`config.mk`:
```
export PLATFORM = sky130hd
export DESIGN_NAME = mem_port_arbiter
export DESIGN_NICKNAME = d
export VERILOG_FILES = /design/src/rtl/mem_port_arbiter.sv
export SDC_FILE = /design/constraint.sdc
export NUM_CORES = 1
export LEC_CHECK = 0
export ABC_AREA = 0
export BUFFER_PORTS_ARGS = -buffer_cell sky130_fd_sc_hd__buf_2
export CELL_PAD_IN_SITES_DETAIL_PLACEMENT = 0
export CELL_PAD_IN_SITES_GLOBAL_PLACEMENT = 2
export CORE_ASPECT_RATIO = 0.75
export CORE_MARGIN = 2
export CORE_UTILIZATION = 23
export CTS_CLUSTER_SIZE = 14
export DETAILED_ROUTE_END_ITERATION = 7
export PLACE_DENSITY = 0.85
export REMOVE_ABC_BUFFERS = 1
export SLEW_MARGIN = 30
export SYNTH_ARGS = -nofsm -noshare
export SYNTH_HDL_FRONTEND = slang
export SYNTH_SLANG_ARGS = --single-unit
```
`constraint.sdc`:
```
create_clock -name clk -period 1.8 [get_ports clk]
set_input_delay 0 -clock clk [delete_from_list [all_inputs] [get_ports clk]]
set_output_delay 0 -clock clk [all_outputs]
set_load 0.02 [all_outputs]
```
`src/rtl/mem_port_arbiter.sv`:
```
`default_nettype none
// ============================================================================
// Module      : mem_port_arbiter
// Description : Shares one single-ported, fixed-latency memory between the
//               instruction-fetch and data-memory stages. It latches the
//               granted request, holds the memory command for WAIT_CYCLES,
//               returns registered read data with a one-cycle ack, and raises
//               freeze while a data access is outstanding.
// Revision    : 1.0 - initial release
// ============================================================================
module mem_port_arbiter #(
    parameter int ADDR_W      = 32,
    parameter int DATA_W      = 32,
    parameter int WAIT_CYCLES = 2
) (
    input  logic              clk,
    input  logic              rst,
    // instruction fetch port
    input  logic              if_req,
    input  logic [ADDR_W-1:0] if_addr,
    output logic              if_ack,
    output logic [DATA_W-1:0] if_rdata,
    // data memory port
    input  logic              dm_rd_en,
    input  logic              dm_wr_en,
    input  logic [ADDR_W-1:0] dm_addr,
    input  logic [DATA_W-1:0] dm_wdata,
    output logic              dm_ack,
    output logic [DATA_W-1:0] dm_rdata,
    output logic              freeze,
    // memory array port
    output logic [ADDR_W-1:0] mem_addr,
    output logic [DATA_W-1:0] mem_wdata,
    output logic              mem_rd,
    output logic              mem_wr,
    input  logic [DATA_W-1:0] mem_rdata
);

    localparam int              CNT_W    = (WAIT_CYCLES > 1) ? $clog2(WAIT_CYCLES) : 1;
    localparam logic [CNT_W-1:0] CNT_LAST = CNT_W'(WAIT_CYCLES - 1);

    localparam logic [1:0] S_IDLE    = 2'd0;
    localparam logic [1:0] S_IF_BUSY = 2'd1;
    localparam logic [1:0] S_DM_BUSY = 2'd2;

    localparam logic GRANT_IF = 1'b0;
    localparam logic GRANT_DM = 1'b1;

    logic [1:0]        state_q, state_d;
    logic [CNT_W-1:0]  cnt_q, cnt_d;
    logic              last_grant_q;
    logic [ADDR_W-1:0] addr_q;
    logic [DATA_W-1:0] wdata_q;
    logic              wr_q;
    logic              if_ack_q, dm_ack_q;
    logic [DATA_W-1:0] if_rdata_q, dm_rdata_q;

    logic w_dm_req;
    logic w_if_elig, w_dm_elig;
    logic w_grant_if, w_grant_dm;
    logic w_done;
    logic w_mem_rd, w_mem_wr;

    // A requester whose ack is showing this cycle still has its level request
    // up; masking it here keeps that stale request from being served twice.
    assign w_dm_req  = dm_rd_en | dm_wr_en;
    assign w_if_elig = if_req   & ~if_ack_q;
    assign w_dm_elig = w_dm_req & ~dm_ack_q;

    // State register: FSM state and hold-cycle counter
    always_ff @(posedge clk) begin
        if (rst) begin
            state_q <= S_IDLE;
            cnt_q   <= '0;
        end else begin
            state_q <= state_d;
            cnt_q   <= cnt_d;
        end
    end

    // Next-state logic: arbitrate in IDLE, count out the memory latency when busy
    always_comb begin
        state_d    = state_q;
        cnt_d      = cnt_q;
        w_grant_if = 1'b0;
        w_grant_dm = 1'b0;
        w_done     = 1'b0;
        case (state_q)
            S_IDLE: begin
                cnt_d = '0;
                // On conflict the side not served last wins, so persistent
                // requests alternate and neither starves.
                if (w_dm_elig && (!w_if_elig || last_grant_q == GRANT_IF)) begin
                    w_grant_dm = 1'b1;
                    state_d    = S_DM_BUSY;
                end else if (w_if_elig) begin
                    w_grant_if = 1'b1;
                    state_d    = S_IF_BUSY;
                end
            end
            S_IF_BUSY, S_DM_BUSY: begin
                if (cnt_q == CNT_LAST) begin
                    w_done  = 1'b1;
                    cnt_d   = '0;
                    state_d = S_IDLE;
                end else begin
                    cnt_d = cnt_q + CNT_W'(1);
                end
            end
            default: begin
                cnt_d   = '0;
                state_d = S_IDLE;
            end
        endcase
    end

    // Output logic: memory commands exist only in the busy states
    always_comb begin
        w_mem_rd = 1'b0;
        w_mem_wr = 1'b0;
        case (state_q)
            S_IF_BUSY: w_mem_rd = 1'b1;
            S_DM_BUSY: begin
                w_mem_rd = ~wr_q;
                w_mem_wr = wr_q;
            end
            default: begin
                w_mem_rd = 1'b0;
                w_mem_wr = 1'b0;
            end
        endcase
    end

    // Datapath: latch the granted command, capture read data and pulse acks
    always_ff @(posedge clk) begin
        if (rst) begin
            last_grant_q <= GRANT_IF;
            addr_q       <= '0;
            wdata_q      <= '0;
            wr_q         <= 1'b0;
            if_ack_q     <= 1'b0;
            dm_ack_q     <= 1'b0;
            if_rdata_q   <= '0;
            dm_rdata_q   <= '0;
        end else begin
            if_ack_q <= w_done && (state_q == S_IF_BUSY);
            dm_ack_q <= w_done && (state_q == S_DM_BUSY);

            if (w_grant_dm) begin
                addr_q       <= dm_addr;
                wdata_q      <= dm_wdata;
                wr_q         <= dm_wr_en;   // write takes precedence over read
                last_grant_q <= GRANT_DM;
            end else if (w_grant_if) begin
                addr_q       <= if_addr;
                wr_q         <= 1'b0;
                last_grant_q <= GRANT_IF;
            end

            if (w_done && state_q == S_IF_BUSY) begin
                if_rdata_q <= mem_rdata;
            end
            if (w_done && state_q == S_DM_BUSY && !wr_q) begin
                dm_rdata_q <= mem_rdata;
            end
        end
    end

    assign if_ack    = if_ack_q;
    assign dm_ack    = dm_ack_q;
    assign if_rdata  = if_rdata_q;
    assign dm_rdata  = dm_rdata_q;
    assign mem_addr  = addr_q;
    assign mem_wdata = wdata_q;
    assign mem_rd    = w_mem_rd;
    assign mem_wr    = w_mem_wr;
    assign freeze    = w_dm_req & ~dm_ack_q;

endmodule
`default_nettype wire
```
## Yosys cells after proc, flatten, opt, wreduce, memory -nomap -nowiden

Cells that the tools add are included.

| word-level totals | value |
|---|---|
| register bits | 135 |

| cells by class | value |
|---|---|
| add/sub/neg operators | 1 |
| equal/unequal tests | 4 |
| muxes and demuxes | 18 |
| bitwise operators | 8 |
| reduce and logical (&&, ||, !) cells | 12 |

Operators with widths:

| kind | number |
|---|---|
| $mux W32 | 2 |
| $mux W1 | 11 |
| $mux W2 | 3 |
| $not A1 Y1 | 5 |
| $logic_and A1 B1 Y1 | 4 |
| $pmux W2 S2 | 1 |
| $ne A3 B3 Y1 const B | 1 |
| $reduce_or A3 Y1 | 1 |
| $and A1 B1 Y1 | 2 |
| $eq A2 B1 Y1 const B | 1 |
| $eq A2 B2 Y1 const B | 1 |
| $logic_not A1 Y1 | 2 |
| $logic_not A2 Y1 | 1 |
| $ne A2 B2 Y1 const B | 1 |
| $pmux W1 S2 | 1 |
| $reduce_and A2 Y1 | 1 |
| $reduce_bool A2 Y1 | 1 |
| $reduce_or A2 Y1 | 1 |
| $add A1 B1 Y1 const B | 1 |
| $logic_or A1 B1 Y1 | 1 |
| $or A1 B1 Y1 | 1 |

## Logic depth before layout (Yosys ltp)

| logic depth | value |
|---|---|
| depth after elaboration | 9 |
| mapped depth | 8 |
| mapped depth without buffers | 6 |

## Worst setup path after synthesis

OpenSTA, ideal clock, no wires.

| timing path | value |
|---|---|
| path type | flip-flop to flip-flop |
| from | register dm_ack_q, in the netlist dm_ack |
| to | register addr_q[23], in the netlist mem_addr[23] |
| arrival | 1.431 ns |
| data required time | 1.709 ns |
| setup slack | 0.278 ns |
| cell stages (with the launch flop) | 7 |
| buffers on the path | 3 |
| cell sequence | dfxtp_1 -> o21ba_1 -> buf_4 -> o21a_1 -> buf_4 -> buf_2 -> a311oi_1 |

| on the way | value |
|---|---|
| cells in the longest elaborated chain, start to end | 6 |
| elaborated cells between the ends (all ways) | 9 |
| classes of those cells | mux (5); bitwise (2); reduce/logical (2) |

RTL lines:

| element | line | text |
|---|---|---|
| from (decl) | 55 | `logic if_ack_q, dm_ack_q;` |
| from (signal assigned) | 147 | `dm_ack_q <= w_done && (state_q == S_DM_BUSY);` |
| $not A1 Y1 (*) | n/a |  |
| $and A1 B1 Y1 (*) | n/a |  |
| via freeze | 30 | `output logic freeze,` |
| $logic_and A1 B1 Y1 (*) | 93 | `if (w_dm_elig && (!w_if_elig \|\| last_grant_q == GRANT_IF)) begin` |
| $mux W1 | 93 |  |
| $mux W1 | 88 | `case (state_q)` |
| $mux W32 or $reduce_bool A2 Y1 (tied branches) | n/a |  |
| to (signal assigned) | 150 | `addr_q <= dm_addr;` |
| to (signal assigned) | 155 | `addr_q <= if_addr;` |
| to (decl) | 52 | `logic [ADDR_W-1:0] addr_q;` |

Mark *: on every way through the listed nets, which the timed path passes. The rest lies on a longest branch.
A chain may end at the register's enable or synchronous reset.

## Worst setup path after layout

| timing path | value |
|---|---|
| from | register dm_ack_q, in the netlist dm_ack |
| to | register addr_q[6], in the netlist mem_addr[6] |

| on the way | value |
|---|---|
| cells in the longest elaborated chain, start to end | 6 |
| elaborated cells between the ends (all ways) | 9 |
| classes of those cells | mux (5); bitwise (2); reduce/logical (2) |

RTL lines:

| element | line | text |
|---|---|---|
| $not A1 Y1 (*) | 68 | `assign w_dm_elig = w_dm_req & ~dm_ack_q;` |
| $and A1 B1 Y1 (*) | 68 |  |
| $logic_and A1 B1 Y1 (*) | 93 |  |
| $mux W1 | 93 |  |
| $mux W1 | 88 |  |
| $mux W32 or $reduce_bool A2 Y1 (tied branches) | n/a |  |

Every way passes the cells marked *; elsewhere a longest branch is shown, timed or not.

==> impl_summary.log <==
[metrics] status: finished, final reports clean
[metrics] relative contribution of combinational cells to total power: 0.379
[metrics] R2R Setup Slk: 0.13 ns
[metrics] CP top delay family: compound AO/OA/AOI/OAI gates
[metrics] diode insertion count for antenna repair: 0
[metrics] share of the clock period used by the worst path after layout: 0.9259
[metrics] Final Hold Violating Endpoints: 0
[metrics] dpl ws: 0.1314 ns
[metrics] total die area: 22990 um2
[metrics] post-synth cell types: 26
[metrics] maximum number of pins on one net before global-route repair: 106
[metrics] cells traversed along the worst timing path: o21ba_1, and3_4, buf_4, nand2_1, a311oi_1
[metrics] number of warning messages in the yosys log: 0
[metrics] leakage power: 0.003886 uW
[metrics] horizontal extent of the die: 174.4 um
[metrics] num ports: 266
[metrics] IR drop worst, VDD: 0.7057 mV
[metrics] initial antenna violation count: 0
[metrics] sink count of the clock tree: 135
[metrics] proportion of synthesized area in mux cells: 0
[metrics] Clk Tree Root Cell: sky130_fd_sc_hd__clkbuf_16
[metrics] overall fraction of global-route tracks in use: 0.1574
[metrics] total half-perimeter wirelength after legalization and detailed placement: 11.64 mm
[metrics] part of the power in the clock network: 0.297
[metrics] Sw Pwr: 4612 uW
[metrics] sequential share of the synthesized area: 0.5395
[metrics] First-pass DRT Iterations: 5
[metrics] post-layout minimum cycle time: 1.667 ns
[metrics] unrepaired setup endpoints after global routing: false
[metrics] kind of launch point of the worst setup path: register
[metrics] count of nets left with antenna violations after detail routing: 0
[metrics] library cell with the largest summed area after synthesis: sky130_fd_sc_hd__dfxtp_1
[metrics] quantity of I/O buffers inserted on ports: 265
[metrics] aggregate global routing overflow: 0
[metrics] number of storage elements in the synthesis netlist: 135
[metrics] slowest cell on the critical path: sky130_fd_sc_hd__and3_4
[metrics] Initial Utilization: 0.2359
[metrics] total DRC errors in the routed layout: 0
[metrics] global-route wire length before repair: 29.15 mm
[metrics] post-synthesis cell count: 636
[metrics] final layout net count: 1150
[metrics] non-filler cells, final: 1314
[metrics] Skew-Pair Late Insertion Delay: 0.42 ns
[metrics] ratio of routed vias to standard cells: 4.303
[metrics] Internal Pwr Total: 7565 uW
[metrics] share of Yosys cell area claimed by the top area cell type: 0.5395
[metrics] main flop type after synthesis: sky130_fd_sc_hd__dfxtp_1
[metrics] final hold slack: 0.05790 ns
[metrics] average detailed-routed wire length per instance: 14.03 um
[metrics] Tightest Hold Check Type: input port to register
[metrics] switching fraction of total power: 0.3787
[metrics] total of fill cells in the finished design: 2124
[metrics] sequential power share: 0.324
[metrics] Overall Power: 12180 uW
[metrics] worst setup path startpoint: dm_ack
[metrics] normalized max-slew margin: 0.6480
[metrics] critical path data arrival time: 1.98 ns
[metrics] postcts setup bufs: 0
[metrics] compound-cell area share of the yosys netlist: 0.1656
[metrics] placeable core region: 21240 um2
[metrics] clock tree buffer depth: 2
[metrics] TritonCTS Buffers: 17
[metrics] highest clock rate: 600.0 MHz
[metrics] largest family of logic cells by synthesized area: simple AND/OR/NAND/NOR gates
[metrics] Post-Synth Adder-Cell Area: 0.007493
[metrics] ratio of cells with drive above 1 in the final layout: 0.3060
[metrics] Max H-tree Level: 4
[metrics] total routed wirelength: 18.44 mm
[metrics] count of buffer and inverter cells on the critical path: 1
[metrics] Max Slew Vio Count: 0
[metrics] placed insts: 1154
[metrics] post-synthesis cell area: 5010 um2
[metrics] count of flip-flops with a built-in enable after synthesis: 0
[metrics] TritonCTS clock tree: done
[metrics] type of the worst setup path: register to register
[metrics] Layout area overhead: 71.63%
[metrics] post-synthesis simple-gate area fraction: 0.2383
[metrics] beginning of the worst register-to-register path: dm_ack
[metrics] Clock Skews: 0.01217 ns
[metrics] crit-path max cell delay: 0.36 ns
[metrics] vias post-DR: 5654
[metrics] floorplan row count: 46
[metrics] Max FO, Critical Path: 10
[metrics] Slew @ Worst Pin: 0.5279 ns
[metrics] Die Ht: 131.8 um
[metrics] number of global-route vias before repair: 5655
[metrics] setup slack after layout: 0.1333 ns
[metrics] data required time of the worst path: 2.11 ns
[metrics] capturing element type of the critical path: register
[metrics] dominant cells by area after synthesis: sky130_fd_sc_hd__dfxtp_1 (54%), sky130_fd_sc_hd__nand2_1 (19%), sky130_fd_sc_hd__a21oi_1 (9.9%), sky130_fd_sc_hd__a311oi_1 (5.8%), sky130_fd_sc_hd__nor2_1 (2.6%)
[metrics] Initial DRC Count: 220
[metrics] fraction of synthesis flops using an asynchronous set or reset pin: 0
[metrics] final setup violation count: 0
[metrics] mean cell area of the mapped netlist: 7.877 um2
[metrics] launch point of the worst hold path: if_req
[metrics] number of max-cap violations: 0
[metrics] xor and xnor fraction of the mapped netlist area: 0
[metrics] clock transition at the registers of the reported paths: 0.06 ns
[metrics] power density cells: 1416 nW/um2
[metrics] final estimated routing congestion in global placement: 0.7676
[tightest hold or removal path, stage by stage]
cell                       delay (ns)
sky130_fd_sc_hd__buf_2           0.10
sky130_fd_sc_hd__nand3b_1        0.13
sky130_fd_sc_hd__nand2_1         0.07
sky130_fd_sc_hd__nand2_1         0.06
sky130_fd_sc_hd__a211oi_1        0.06
[cell type report]
class	count	area [um2]	area share
well taps	288	360.3	0.04191
repair buffers	409	2858	0.3324
clock inverters	13	172.7	0.02008
inverters	3	11.26	0.001310
multi-input cells	448	2064	0.2401
flip-flops and latches	135	2703	0.3143
clock buffers	18	429.2	0.04991
[cell usage after synthesis, types with 2 or more instances]
library cell and instances:
sky130_fd_sc_hd__nor2_1 35, sky130_fd_sc_hd__a311oi_1 33, sky130_fd_sc_hd__a21oi_1 99, sky130_fd_sc_hd__dfxtp_1 135, sky130_fd_sc_hd__nand2b_1 2, sky130_fd_sc_hd__ha_1 3, sky130_fd_sc_hd__inv_1 3, sky130_fd_sc_hd__buf_4 4
sky130_fd_sc_hd__buf_6 2, sky130_fd_sc_hd__buf_2 14, sky130_fd_sc_hd__nor2b_1 2, sky130_fd_sc_hd__buf_1 3, sky130_fd_sc_hd__and2_1 2, sky130_fd_sc_hd__clkbuf_1 27, sky130_fd_sc_hd__o21a_1 2, sky130_fd_sc_hd__nand2_1 260
[cells by family (layout without fill, tap and decap cells)]
| logic type | Yosys count | after routing |
|---|---|---|
| adder cells (fa/ha/maj) | 3 | 3 |
| AO/OA/AOI/OAI | 138 | 138 |
| AND/OR/NAND/NOR | 307 | 307 |
| buffers and inverters | 53 | 443 |
| flip-flops | 135 | 135 |
[placed cells by master (no fill, tap or decap)]
cell type,n
sky130_fd_sc_hd__a311oi_1,33
sky130_fd_sc_hd__ha_2,1
sky130_fd_sc_hd__nor2b_1,2
sky130_fd_sc_hd__clkinvlp_4,4
sky130_fd_sc_hd__and2_1,2
sky130_fd_sc_hd__nand2_1,260
sky130_fd_sc_hd__o21a_1,1
sky130_fd_sc_hd__clkbuf_16,17
sky130_fd_sc_hd__o21ai_0,1
sky130_fd_sc_hd__inv_1,3
sky130_fd_sc_hd__a22oi_1,1
sky130_fd_sc_hd__buf_4,6
sky130_fd_sc_hd__clkbuf_1,1
sky130_fd_sc_hd__and3_1,1
sky130_fd_sc_hd__nand2b_1,2
sky130_fd_sc_hd__and3b_1,1
sky130_fd_sc_hd__clkinv_4,3
sky130_fd_sc_hd__nand3_1,1
sky130_fd_sc_hd__buf_12,10
sky130_fd_sc_hd__ha_1,2
sky130_fd_sc_hd__a211oi_1,1
sky130_fd_sc_hd__o21ba_1,1
sky130_fd_sc_hd__nand3_2,1
sky130_fd_sc_hd__bufinv_16,3
sky130_fd_sc_hd__inv_6,3
sky130_fd_sc_hd__o21a_2,1
sky130_fd_sc_hd__nand3b_1,1
sky130_fd_sc_hd__buf_2,264
sky130_fd_sc_hd__dfxtp_1,135
sky130_fd_sc_hd__and3_4,1
sky130_fd_sc_hd__dlygate4sd3_1,129
sky130_fd_sc_hd__nor2_1,35
sky130_fd_sc_hd__a21oi_1,99
[metal layers]
layer / wire length [um] / global-route usage / part of all wire / vias up
li1: - / - / - / 2852
met1: 8320 / 0.1915 / 0.45 / 2571
met2: 8620 / 0.2679 / 0.47 / 213
met3: 1284 / 0.04931 / 0.070 / 18
met4: 212 / 0.04435 / 0.011 / 0
met5: 0 / 0 / 0 / -
[path summary, 6_finish.rpt]
check / cells past startpoint / to
setup / recovery: 5 / mem_addr[6]
hold / removal: 5 / state_q[0]
setup reg to reg: 5 / mem_addr[6]
hold reg to reg: 2 / mem_wdata[2]
[what timing repair did]
item | 4_1_cts | 5_1_grt
endpoints found under the setup margin | 0 | 17
resized for setup | 0 | 1
hold buffers | 129 | 0
endpoints found under the hold margin | 129 | 0
[state kept, by name, summed over array words and instances (netlist names)]
| register | flops |
|---|---|
| if_ack | 1 |
| state_q | 2 |
| mem_wdata | 32 |
| dm_rdata | 32 |
| if_rdata | 32 |
| dm_ack | 1 |
| mem_addr | 32 |
| last_grant_q | 1 |
| wr_q | 1 |
| cnt_q | 1 |
[power by group through the flow]
stage | registers [uW] | clock network (uW) | logic [uW]
3_5_place_dp | 4000 | 0 | 4400
2_1_floorplan | 4710 | 0 | 1790
5_1_grt | 4030 | 3890 | 5050
6_report | 3950 | 3620 | 4610
3_3_place_gp | 3980 | 0 | 4400
4_1_cts | 3950 | 3750 | 4620
[through the flow]
stage          instance area, um2    util  TNS (ns)
2_1_floorplan                4775       -    -24.12
3_3_place_gp                 6703  0.3156         0
3_5_place_dp                 6703  0.3156         0
4_1_cts                      8596  0.4047         0
5_1_grt                      8598  0.4049         0
6_report                     8598  0.4049         0
No activity file was read; power rests on OpenSTA's default activity.
